===== config.mk =====
export PLATFORM = sky130hd
export DESIGN_NAME = ctrl_rx
export DESIGN_NICKNAME = d
export VERILOG_FILES = /design/src/rtl/ctrl_rx.sv
export SDC_FILE = /design/constraint.sdc
export NUM_CORES = 1
export LEC_CHECK = 0
export CAP_MARGIN = 5
export CORE_MARGIN = 3
export CORE_UTILIZATION = 50
export CTS_CLUSTER_SIZE = 30
export DETAILED_ROUTE_END_ITERATION = 8
export PLACE_DENSITY = 0.84
export SETUP_SLACK_MARGIN = 0.4
export SKIP_CTS_REPAIR_TIMING = 1
export SLEW_MARGIN = 20
export SYNTH_ARGS = -nofsm -noshare
export SYNTH_HDL_FRONTEND = slang
export SYNTH_SLANG_ARGS = --single-unit

===== constraint.sdc =====
create_clock -name clk -period 5.1 [get_ports clk]
set_clock_uncertainty 0.2 [all_clocks]
set_input_delay 1.02 -clock clk [delete_from_list [all_inputs] [get_ports clk]]
set_output_delay 1.02 -clock clk [all_outputs]
set_load 0.005 [all_outputs]

===== src/rtl/ctrl_rx.sv =====
// rtl/ctrl_rx.sv - UART command decoder driving register-file and ALU requests
// Decodes AA/BB/CC/DD command frames and forwards RF/ALU responses to the TX controller.
module ctrl_rx #(
    parameter int DATA_WIDTH = 8,
    parameter int RF_ADDR    = 4,
    parameter int WAIT_MAX   = 16
) (
    input  logic                    clk,
    input  logic                    reset,
    input  logic [DATA_WIDTH-1:0]   rx_p_data,
    input  logic                    rx_d_vld,
    output logic                    rf_wr_en,
    output logic                    rf_rd_en,
    output logic [RF_ADDR-1:0]      rf_addr,
    output logic [DATA_WIDTH-1:0]   rf_wr_data,
    input  logic                    rf_rd_data_vld,
    input  logic [DATA_WIDTH-1:0]   rf_rd_data,
    output logic                    alu_en,
    output logic [3:0]              alu_fun,
    input  logic                    alu_out_vld,
    input  logic [2*DATA_WIDTH-1:0] alu_out,
    output logic                    clk_gate_en,
    output logic                    tx_rf_send,
    output logic                    tx_alu_send,
    output logic [DATA_WIDTH-1:0]   tx_rf_send_data,
    output logic [2*DATA_WIDTH-1:0] tx_alu_send_data
);

    localparam logic [3:0] IDLE     = 4'd0;
    localparam logic [3:0] WR_ADDR  = 4'd1;
    localparam logic [3:0] WR_DATA  = 4'd2;
    localparam logic [3:0] RD_ADDR  = 4'd3;
    localparam logic [3:0] RD_WAIT  = 4'd4;
    localparam logic [3:0] OPA      = 4'd5;
    localparam logic [3:0] OPB      = 4'd6;
    localparam logic [3:0] ALU_FUN  = 4'd7;
    localparam logic [3:0] ALU_WAIT = 4'd8;

    localparam int CW = $clog2(WAIT_MAX + 1);

    localparam logic [DATA_WIDTH-1:0] OP_WR      = DATA_WIDTH'(8'hAA);
    localparam logic [DATA_WIDTH-1:0] OP_RD      = DATA_WIDTH'(8'hBB);
    localparam logic [DATA_WIDTH-1:0] OP_ALU     = DATA_WIDTH'(8'hCC);
    localparam logic [DATA_WIDTH-1:0] OP_ALU_NOP = DATA_WIDTH'(8'hDD);

    logic [3:0]         state;
    logic [CW-1:0]      wait_cnt;
    logic [RF_ADDR-1:0] addr_q;
    logic               timeout;

    // Last permitted wait cycle; a response arriving here still wins.
    assign timeout     = (wait_cnt == CW'(WAIT_MAX - 1));
    assign alu_en      = (state == ALU_WAIT);
    assign clk_gate_en = (state == OPA) || (state == OPB) ||
                         (state == ALU_FUN) || (state == ALU_WAIT);

    always_ff @(posedge clk or posedge reset) begin
        if (reset) begin
            state            <= IDLE;
            wait_cnt         <= '0;
            addr_q           <= '0;
            rf_wr_en         <= 1'b0;
            rf_rd_en         <= 1'b0;
            rf_addr          <= '0;
            rf_wr_data       <= '0;
            alu_fun          <= '0;
            tx_rf_send       <= 1'b0;
            tx_alu_send      <= 1'b0;
            tx_rf_send_data  <= '0;
            tx_alu_send_data <= '0;
        end else begin
            rf_wr_en    <= 1'b0;
            rf_rd_en    <= 1'b0;
            tx_rf_send  <= 1'b0;
            tx_alu_send <= 1'b0;
            case (state)
                IDLE: begin
                    if (rx_d_vld) begin
                        if (rx_p_data == OP_WR)           state <= WR_ADDR;
                        else if (rx_p_data == OP_RD)      state <= RD_ADDR;
                        else if (rx_p_data == OP_ALU)     state <= OPA;
                        else if (rx_p_data == OP_ALU_NOP) state <= ALU_FUN;
                    end
                end
                WR_ADDR: begin
                    if (rx_d_vld) begin
                        addr_q <= rx_p_data[RF_ADDR-1:0];
                        state  <= WR_DATA;
                    end
                end
                WR_DATA: begin
                    if (rx_d_vld) begin
                        rf_wr_en   <= 1'b1;
                        rf_addr    <= addr_q;
                        rf_wr_data <= rx_p_data;
                        state      <= IDLE;
                    end
                end
                RD_ADDR: begin
                    if (rx_d_vld) begin
                        rf_rd_en <= 1'b1;
                        rf_addr  <= rx_p_data[RF_ADDR-1:0];
                        wait_cnt <= '0;
                        state    <= RD_WAIT;
                    end
                end
                RD_WAIT: begin
                    if (rf_rd_data_vld) begin
                        tx_rf_send      <= 1'b1;
                        tx_rf_send_data <= rf_rd_data;
                        wait_cnt        <= '0;
                        state           <= IDLE;
                    end else if (timeout) begin
                        wait_cnt <= '0;
                        state    <= IDLE;
                    end else begin
                        wait_cnt <= wait_cnt + CW'(1);
                    end
                end
                OPA: begin
                    if (rx_d_vld) begin
                        rf_wr_en   <= 1'b1;
                        rf_addr    <= RF_ADDR'(0);
                        rf_wr_data <= rx_p_data;
                        state      <= OPB;
                    end
                end
                OPB: begin
                    if (rx_d_vld) begin
                        rf_wr_en   <= 1'b1;
                        rf_addr    <= RF_ADDR'(1);
                        rf_wr_data <= rx_p_data;
                        state      <= ALU_FUN;
                    end
                end
                ALU_FUN: begin
                    if (rx_d_vld) begin
                        alu_fun  <= rx_p_data[3:0];
                        wait_cnt <= '0;
                        state    <= ALU_WAIT;
                    end
                end
                ALU_WAIT: begin
                    if (alu_out_vld) begin
                        tx_alu_send      <= 1'b1;
                        tx_alu_send_data <= alu_out;
                        wait_cnt         <= '0;
                        state            <= IDLE;
                    end else if (timeout) begin
                        wait_cnt <= '0;
                        state    <= IDLE;
                    end else begin
                        wait_cnt <= wait_cnt + CW'(1);
                    end
                end
                default: begin
                    wait_cnt <= '0;
                    state    <= IDLE;
                end
            endcase
        end
    end

endmodule


==> metrics.md <==
| Metric | Value |
|---|---|
| Status | `finished, final reports clean` |
| Layout Nets | `323` |
| First-pass GRT wire length | `9.61 mm` |
| Drt first pass iters | `4` |
| Seq/Total Area, Yosys | `53.3%` |
| Initial core utilization | `52.1%` |
| DRC | `0` |
| I/O Buffers | `82` |
| Slew Limit Fails | `0` |
| CTS tree | `done` |
| Core Rows | `26` |
| Top_reg_cell synth | `dfrtp_1` |
| Chip Height | `79.2 um` |
| Arrival @ worst endpoint | `2.16 ns` |
| Switching pwr | `0.591 mW` |
| Via density | `5.36` |
| Largest area contributor in the netlist | `dfrtp_1` |
| Least-Margin Pin Slew | `0.704 ns` |
| Final WL | `5.80 mm` |
| Period utilization | `66.3%` |
| VDD IR max | `0.345 mV` |
| Setup TNS | `0 ns` |
| # diodes | `0` |
| Root Buffer | `clkbuf_8` |
| Hold WC Path Type | `flip-flop to flip-flop` |
| Overflow after GRT | `0` |
| Hold Vio Cnt, Final | `0` |
| Placed insts | `344` |
| Logic pwr share | `38.5%` |
| Critical Path RT | `3.88 ns` |
| Syn Nets | `239` |
| Layout Area Growth over Synthesis | `39.5%` |
| Top cells by instance count after synthesis | `dfrtp_1 (57), mux2_2 (31), mux2_4 (14)` |
| Hpwl dp | `4.02 mm` |
| Syn Std Cell Area | `2680 um2` |
| Max-cap violations | `0` |
| Ports | `83` |
| Count leader, synth | `dfrtp_1` |
| Initial DRC count | `194` |
| Via count | `1925` |
| Clock share of power | `23.8%` |
| Fmax | `0.296 GHz` |
| Synthesized instance count | `201` |
| Max-slew headroom | `53.1%` |
| Final min period | `3.38 ns` |
| Fraction of final layout cells sized beyond drive strength 1 | `26.0%` |
| Routability congestion estimate | `0.873` |
| Gr usage total | `20.3%` |
| TritonCTS Buffers | `9` |
| CP startpoint kind | `flip-flop` |
| Die Span X | `79.2 um` |
| Non-filler cells, final | `359` |
| RSZ-0062 raised after global routing | `no` |
| Clock tree buffer depth | `2` |
| Ys Warns | `0` |
| Die area | `6270 um2` |
| Post-synth EDFFs | `0` |
| Sw frac | `29.1%` |
| Cell leakage power | `1.68 nW` |
| Largest net degree at the start of global routing | `58` |
| Skew-Pair Late Insertion Delay | `0.33 ns` |
| Share of the synthesized area in the top cell type | `53.3%` |
| Int Pwr | `1.44 mW` |
| Area contributors post-synth | `dfrtp_1 (53%), mux2_2 (13%), mux2_4 (7.9%), buf_6 (2.5%), o21ai_0 (2.1%)` |
| Area of the core | `5140 um2` |
| WL/cell | `16.2 um` |
| Design Power | `2.03 mW` |
| Count of cell types in the netlist | `46` |
| Clock sink total | `57` |
| Pwr dens | `545 nW/um2` |
| Crit end category | `output port` |
| Reg power frac | `37.7%` |
| H-tree levels | `3` |
| Antenna viol nets, final | `0` |
| Number of global-route vias before repair | `1986` |
| Yosys reg bits | `57` |
| Avg Inst Size Synth | `13.3 um2` |
| Initial antenna violation count | `0` |
| Worst Hold Slack | `0.306 ns` |
| Ys async rst share | `100%` |
| Kind of critical path | `flip-flop to output port` |
| Post-layout util | `72.6%` |
| CP max FO | `16` |
| Clock-pin slew on the worst setup and hold paths | `0.06 ns` |
| Setup violations, final | `0` |
[stage by stage]
stage | setup slack [ns] | instance area (um2)
5_1_grt | 1.59 | 3730
6_report | 1.72 | 3730
3_5_place_dp | 2.07 | 3500
3_3_place_gp | 2.10 | 3500
4_1_cts | 1.73 | 3730
2_1_floorplan | 2.48 | 2680
[worst paths after layout]
path	endpoint	depth (start not counted)	startpoint	slack [ns]
setup / recovery	clk_gate_en	4	state[2]	1.72
hold / removal	alu_fun[0]	1	alu_fun[0]	0.31
setup reg to reg	rf_addr[1]	5	state[1]	2.75
hold reg to reg	alu_fun[0]	1	alu_fun[0]	0.31
max in group asynchronous	rf_wr_en	3	reset	3.23
min in group asynchronous	tx_alu_send	3	reset	0.99
[registers in the layout, summed over array words and instances, names as in the netlist]
register and flops:
tx_alu_send 1, alu_fun 4, rf_rd_en 1, wait_cnt 5
tx_rf_send 1, rf_wr_en 1, state 4, rf_addr 4
tx_rf_send_data 8, tx_alu_send_data 16, addr_q 4, rf_wr_data 8
[metal layers]
| metal | global-route usage (%) | routed length (um) | vias to the layer above |
|---|---|---|---|
| met5 | 0 | 0 | - |
| met4 | 7.39 | 110 | 0 |
| met3 | 10.4 | 507 | 12 |
| met2 | 29.8 | 2760 | 69 |
| met1 | 25.5 | 2420 | 959 |
| li1 | - | - | 885 |
[power by group through the flow]
stage	Sequential (mW)	Combinational (mW)	Clock [mW]
floorplan	0.721	0.474	0
global placement	0.764	0.761	0
detailed placement	0.769	0.778	0
CTS	0.765	0.792	0.492
global route	0.794	0.847	0.517
finish	0.767	0.782	0.485
[layout by cell type (no fill, tap or decap), types with 2 or more instances in the layout]
cell	synthesis	routed
bufinv_16	0	2
nor2_4	2	2
clkdlybuf4s50_1	0	82
mux2_4	14	14
and2b_1	2	2
xnor2_1	2	2
a21oi_1	7	7
mux2_2	31	31
nor2b_1	2	2
o21ai_1	4	4
nor3_1	2	2
nand3_1	4	4
inv_1	4	3
o21a_1	4	4
a32oi_1	2	2
and3_2	2	2
nand2_1	10	10
o21ai_0	11	11
nor3b_1	2	2
dfrtp_1	57	57
clkbuf_8	0	12
nand4_1	2	2
nor2_1	5	5
[logic make-up after synthesis]
family / count (synthesis) / synth area share [%]
DFF: 57 / 53.3
and+or+nand+nor: 46 / 11.4
muxes: 45 / 20.9
AOI/OAI and AO/OA: 35 / 8.37
buffers and inverters: 14 / 3.88
xor gates and xnor gates: 3 / 1.68
adders and majority gates: 1 / 0.467
[layout make-up]
class                   instances  area (um2)
flip-flops and latches         57        1430
fillers                       365        1410
multi-input cells             130        1150
repair buffers                 83         828
clock buffers                  13         169
well taps                      70        87.6
clock inverters                 2        60.1
inverters                       4        15.0
[worst max-delay path: stages (launching register included)]
cell,delay (ns)
dfrtp_1,0.76
and2b_1,0.31
o21ai_0,0.10
o21ai_0,0.10
clkdlybuf4s50_1,0.54
No activity file was read; power rests on OpenSTA's default activity.
